**config.mk**
```make
export PLATFORM = sky130hd
export DESIGN_NAME = arbiter
export DESIGN_NICKNAME = d
export VERILOG_FILES = /design/src/rtl/arbiter.sv
export SDC_FILE = /design/constraint.sdc
export NUM_CORES = 1
export LEC_CHECK = 0
export BUFFER_PORTS_ARGS = -buffer_cell sky130_fd_sc_hd__buf_2
export CAP_MARGIN = 20
export CELL_PAD_IN_SITES_DETAIL_PLACEMENT = 0
export CELL_PAD_IN_SITES_GLOBAL_PLACEMENT = 1
export CORE_UTILIZATION = 39
export CTS_CLUSTER_DIAMETER = 100
export DETAILED_ROUTE_END_ITERATION = 12
export PLACE_DENSITY_LB_ADDON = 0.1
export SLEW_MARGIN = 0
export SYNTH_ARGS = -nofsm -noshare
export SYNTH_HDL_FRONTEND = slang
export SYNTH_SLANG_ARGS = --single-unit
```
**constraint.sdc**
```tcl
create_clock -name clk -period 1.7 [get_ports clk]
set_clock_uncertainty 0.15 [all_clocks]
set_input_delay 0.34 -clock clk [delete_from_list [all_inputs] [get_ports clk]]
set_output_delay 0.34 -clock clk [all_outputs]
set_load 0.1 [all_outputs]
```
**src/rtl/arbiter.sv**
```systemverilog
// arbiter
//
// Fixed-priority, sequential-service request arbiter. When idle, the arbiter
// captures a snapshot of `request`. Every requester in the snapshot then gets
// exactly one single-cycle grant, one per cycle, in ascending bit order.
// Bit 0 has the highest priority. While the snapshot is being drained, `stall`
// is high and `request` is not sampled.
//
// Ports:
//   clk      in   rising-edge clock
//   reset_b  in   asynchronous active-low reset
//   request  in   [N-1:0] request vector, sampled only while stall = 0
//   grant    out  [N-1:0] registered grant, one-hot or zero
//   stall    out  registered, high while snapshot still has ungranted bits
module arbiter #(
    parameter int unsigned N = 8
) (
    input  logic         clk,
    input  logic         reset_b,
    input  logic [N-1:0] request,
    output logic [N-1:0] grant,
    output logic         stall
);

    localparam logic [N-1:0] One = N'(1);

    logic [N-1:0] pending_q;
    logic [N-1:0] pending_d;
    logic [N-1:0] grant_d;
    logic         stall_d;
    logic [N-1:0] src;

    always_comb begin
        // Draining works from the stored snapshot; idle works from the live request.
        src       = stall ? pending_q : request;
        // Two's-complement trick isolates the lowest set bit.
        grant_d   = src & (~src + One);
        pending_d = src & ~grant_d;
        stall_d   = |pending_d;
    end

    always_ff @(posedge clk or negedge reset_b) begin
        if (!reset_b) begin
            pending_q <= '0;
            grant     <= '0;
            stall     <= 1'b0;
        end else begin
            pending_q <= pending_d;
            grant     <= grant_d;
            stall     <= stall_d;
        end
    end

endmodule

```
==> results of run 1 <==
logic make-up after synthesis:
| family | share of synthesized area [%] |
|---|---|
| AOI/OAI and AO/OA | 12.1 |
| buffers and inverters | 4.10 |
| and+or+nand+nor | 16.8 |
| muxes | 12.3 |
| DFF | 54.7 |
final timing paths:
check | from | to | slack (ps) | depth (start not counted)
max in group asynchronous | reset_b | stall$_DFF_PN0_ | 780 | 2
hold / removal | request[0] | grant[1]$_DFF_PN0_ | 190 | 2
min in group asynchronous | reset_b | grant[1]$_DFF_PN0_ | 330 | 2
hold reg to reg | pending_q[1]$_DFF_PN0_ | grant[1]$_DFF_PN0_ | 410 | 2
setup / recovery | stall$_DFF_PN0_ | stall | 30 | 2
setup reg to reg | stall$_DFF_PN0_ | pending_q[7]$_DFF_PN0_ | 90 | 5
state kept, by name, summed over array words and instances (netlist names):
signal / flops
grant: 8
pending_q: 7
stall: 1
cell usage after synthesis:
cell	count	area [um^2]
mux2i_1	4	40.0
mux2_2	2	22.5
inv_1	2	7.51
o211ai_4	1	21.3
mux2i_2	2	27.5
nor4_4	1	21.3
nand2_1	2	7.51
o21ai_1	1	5.00
a21oi_1	3	15.0
nor3b_2	1	12.5
o21ba_2	1	10.0
nor3_1	5	25.0
o21ai_0	2	10.0
o221ai_1	1	8.76
and2_1	1	6.26
nor2b_1	2	12.5
nand3_1	1	5.00
nand2b_1	1	6.26
a31oi_1	1	6.26
a211oi_2	1	12.5
buf_6	2	22.5
dfrtp_1	16	400
nor2_1	7	26.3
final cells by class:
type / count / share of cell area [%]
sequential: 16 / 39.6
tap: 25 / 3.06
inverter: 2 / 0.735
timing repair buffer: 29 / 18.6
multi-input combinational: 40 / 35.4
clock buffer: 4 / 2.57
metrics by stage:
step                      setup WS [ps]  std cells  setup TNS [ps]  hold slack, ps  utilization [%]
after global placement             47.9        106               0             118             53.5
after global routing              -3.23        116           -3.23             192             58.5
after detailed placement          -5.39        106           -5.39             127             53.5
after floorplan                   -99.3         60           -99.3            -106                -
after CTS                          3.19        114               0             162             56.9
final                              35.0        116               0             192             58.5
worst register-to-register path, cell delays in order, from the launching register on:
cell,delay (ps)
dfrtp_4,550
buf_4,170
mux2i_4,240
o211ai_4,140
nor2_1,150
a21oi_1,80
repair_timing:
action | 4_1_cts | 5_1_grt
resized for setup | 0 | 3
endpoints found under the hold margin | 16 | 0
hold buffers | 1 | 0
pin swaps | 0 | 1
endpoints found under the setup margin | 2 | 3
setup buffers | 3 | 2
routing by layer:
layer | up-vias | routed length [um]
met5 | - | 0
met4 | 0 | 19
met3 | 2 | 43
met2 | 11 | 673
met1 | 281 | 631
li1 | 276 | -
==> metrics.yaml, run 1 <==
timing:
  relSlewSlack_pct: 67.9
  finalSetupViolations: 0
  fin_crit_ps: 1670
  period_share_pct: 97.9
  drv_slew: 0
  report.final.hold_viol_count: 0
  timing.fmax_ghz: 0.601
  worstMarginPinSlew_ps: 484
setup_path:
  slowest_stage: "dfrtp_4"
  cp.arrival_ps: 1180
  crit_type: "register to output pin"
  crit_fanout: 8
  cp.required_ps: 1210
  cp-start-kind: "register"
  cp_cell_sequence: "buf_4 -> buf_12"
  max_stage_delay_ps: 550
  endpoint_kind: "output pin"
  path_delay_family: "flip-flops"
  critPathBufInv: 2
grt:
  grt_pass1_vias: 508
  grt_util_met1_pct: 19.4
  grt_use_total_pct: 15.8
  grt_pass1_wl_mm: 2.20
  grt_remaining_overflow: 0
  grt-busiest-layer: "met2"
  grt_use_met2_pct: 25.5
  grt_max_degree: 17
  globalRouteMet3Util_pct: 2.40
  antenna_found_initial: 0
cts:
  cts_tree: "yes"
  cts_buffer_depth: 2
  path_clk_slew_ps: 100
  clock-root-buffer: "clkbuf_4"
  clk_latency_ps: 290
  cts_buffers: 3
  cts.sinks: 16
  cts.htree.levels: 1
logic_synthesis:
  yosysWarnings: 0
  syn_area_um2: 732
  ys_seq_elements: 16
  ys_types: 23
  syn_avg_cell_area_um2: 12.2
  netlist_instances: 60
  yosysSeqAreaShare_pct: 54.7
  synth_nets: 70
placement:
  port_buffers: 18
  dp_hpwl_mm: 1.05
  postPlaceCellArea_um2: 935
  gp_congestion: 0.723
route:
  finalWirelength_mm: 1.37
  ant_nets: 0
  drtIter0Drc: 5
  wl_per_cell_um: 11.8
  vias: 570
  first_pass_iters: 4
  route.detailed.drc: 0
  vias_per_cell: 4.91
die:
  initial_utilization_pct: 41.9
  core_um2: 1750
  die_y_um: 45.3
  fp.dieArea_um2: 2050
  fp-row-count: 15
  io_pins: 19
  die_w_um: 45.3
final_layout:
  mostFrequentLayoutCell: "buf_2"
  layout_common_cells: "buf_2 (17), dfrtp_1 (15), buf_4 (10)"
  ff_latch_area_um2: 404
  area_delta_synth_final_pct: 39.5
  num_antenna_cells: 0
  final_layout_size_suffix_gt1_share_pct: 49.5
  nNetsFinal: 102
  multi_input_area_um2: 362
  fillers: 172
  design_area_um2: 1020
status:
  status: "finished, final reports clean"
flow_run:
  maxCapViolations: 0
hold_path:
  worstHoldPathType: "input port to register"
Power of run 1 is left out: the tool's default activity adds up to more than one toggle a clock period on the data nets, which glitch-free logic cannot reach.
==> run 2: changes to the inputs <==
- CORE_UTILIZATION: 39 -> 42
- SKIP_CTS_REPAIR_TIMING: unset -> 1
- clock period: 1.7 -> 2 ns (I/O delays scaled with it)
==> metrics.yaml, run 2 (synthesis results as in run 1) <==
setup_path:
  critPathBufInv: 1  # was 2
  regToRegSetupSlack_ps: 170  # was 90 ps
  path_delay_family: "flip-flops"  # unchanged
  crit_type: "register to output pin"  # unchanged
  max_stage_delay_ps: 620  # was 550 ps
  cp.required_ps: 1450  # was 1210 ps
  r2r_end: "stall$_DFF_PN0_"  # was pending_q[7]$_DFF_PN0_
  cp.arrival_ps: 1340  # was 1180 ps
  crit-reg2reg-launch: "stall$_DFF_PN0_"  # unchanged
  cp-start-kind: "register"  # unchanged
  endpoint_kind: "output pin"  # unchanged
  crit_fanout: 16  # was 8
  reg2reg_depth: 4  # was 5
  cp_cell_sequence: "clkbuf_4"  # was buf_4 -> buf_12
  slowest_stage: "dfrtp_2"  # was dfrtp_4
die:
  core_um2: 1560  # was 1750 um^2
  die_y_um: 43.7  # was 45.3 um
  fp-row-count: 14  # was 15
  io_pins: 19  # unchanged
  initial_utilization_pct: 47.0  # was 41.9%
  die_w_um: 43.7  # was 45.3 um
  fp.dieArea_um2: 1910  # was 2050 um^2
placement:
  dp_hpwl_um: 935  # was 1.05 mm
  gp_congestion: 0.694  # was 0.723
  post-place-ws_ps: 167  # was -5.39 ps
  postPlaceCellArea_um2: 821  # was 935 um^2
  port_buffers: 18  # unchanged
timing:
  rsz0062_at_grt: "false"
  report.final.hold_viol_count: 0  # unchanged
  fin_crit_ps: 1890
  worstMarginPinSlew_ps: 487  # was 484 ps
  finalSetupTns_ps: 0  # unchanged
  period_share_pct: 94.5
  finalSetupViolations: 0  # unchanged
  drv_slew: 0  # unchanged
  setup_ws_ps: 110  # was 35.0 ps
  relSlewSlack_pct: 67.8  # was 67.9%
  timing.fmax_ghz: 0.529
final_layout:
  final_layout_size_suffix_gt1_share_pct: 38.3  # was 49.5%
  largest_reg_flops: 8  # unchanged
  area_delta_synth_final_pct: 18.6  # was 39.5%
  nNetsFinal: 92  # was 102
  final_core_util_pct: 55.7  # was 58.5%
  layout_common_cells: "buf_2 (17), dfrtp_1 (15), nor2_1 (7)"  # was buf_2 (17), dfrtp_1 (15), buf_4 (10)
  reg_top3: "grant x8, pending_q x7, stall x1"  # unchanged
  num_antenna_cells: 0  # unchanged
  top_register: "grant"  # unchanged
  design_area_um2: 868  # was 1020 um^2
  mostFrequentLayoutCell: "buf_2"  # unchanged
route:
  first_pass_iters: 8  # was 4
  drtIter0Drc: 9  # was 5
  ant_nets: 0  # unchanged
  vias_per_cell: 5.28  # was 4.91
  finalWirelength_mm: 1.31  # was 1.37 mm
  vias: 512  # was 570
  wl_per_cell_um: 13.5  # was 11.8 um
  route.detailed.drc: 2  # was 0
cts:
  path_clk_slew_ps: 100  # about the same
  cts.htree.levels: 1  # unchanged
  cts_buffer_depth: 2  # unchanged
  cts_buffers: 3  # unchanged
  clock-root-buffer: "clkbuf_4"  # unchanged
  clk_latency_ps: 290  # about the same
  cts_tree: "yes"  # unchanged
  cts.sinks: 16  # unchanged
grt:
  grt_use_total_pct: 16.4  # was 15.8%
  grt_remaining_overflow: 0  # unchanged
  grt_pass1_wl_mm: 2.21  # was 2.20 mm
  grt_pass1_vias: 509  # was 508
  grt_util_met1_pct: 21.9  # was 19.4%
  grt-busiest-layer: "met2"  # unchanged
  grt_max_degree: 17  # unchanged
  grt_use_met2_pct: 24.2  # was 25.5%
  globalRouteMet3Util_pct: 4.17  # was 2.40%
  antenna_found_initial: 0  # unchanged
status:
  status: "complete, but fails checks"  # was finished, final reports clean
  violations: "DRC"
hold_path:
  worstHoldPathType: "input port to register"  # unchanged
  worstHoldStart: "request[0]"  # unchanged
  whs_path_depth: 2  # unchanged
  whs_endpoint: "grant[1]$_DFF_PN0_"  # unchanged
flow_run:
  maxCapViolations: 0  # unchanged
-- run 2: cell types whose count changed in the layout (fill, tap and decap cells not counted), sizes merged --
cell,previous run,this run
buf,28,17
clkbuf,4,5
-- run 2: final cells by class --
cell class	count	area, um^2
Inverter	2	7.51
Clock buffer	4	26.3
Fill cell	152	691
Tap cell	16	20.0
Timing Repair Buffer	19	103
Multi-Input combinational cell	40	310
Sequential cell	16	402
-- run 2: worst max path at each step --
stage / start / end / slack (ps) / cells after the start
after floorplan: stall$_DFF_PN0_ / stall$_DFF_PN0_ / 60 / 5
after global placement: stall$_DFF_PN0_ / stall$_DFF_PN0_ / 240 / 4
after detailed placement: stall$_DFF_PN0_ / stall$_DFF_PN0_ / 170 / 4
after CTS: stall$_DFF_PN0_ / stall / 40 / 1
after global routing: stall$_DFF_PN0_ / stall$_DFF_PN0_ / 20 / 4
final: stall$_DFF_PN0_ / stall / 110 / 1
-- run 2: stage by stage --
| step | hold WS (ps) | instances |
|---|---|---|
| floorplan | -45.6 | 60 |
| global placement | 179 | 92 |
| detailed placement | 181 | 92 |
| CTS | -142 | 96 |
| global route | 223 | 97 |
| finish | 205 | 97 |
-- run 2: per-layer routing --
| layer | routed length (um) | up-vias |
|---|---|---|
| met1 | 654 | 244 |
| li1 | - | 255 |
| met4 | 11 | 0 |
| met5 | 0 | - |
| met3 | 48 | 2 |
| met2 | 592 | 11 |
Power of run 2 is left out for the same reason.
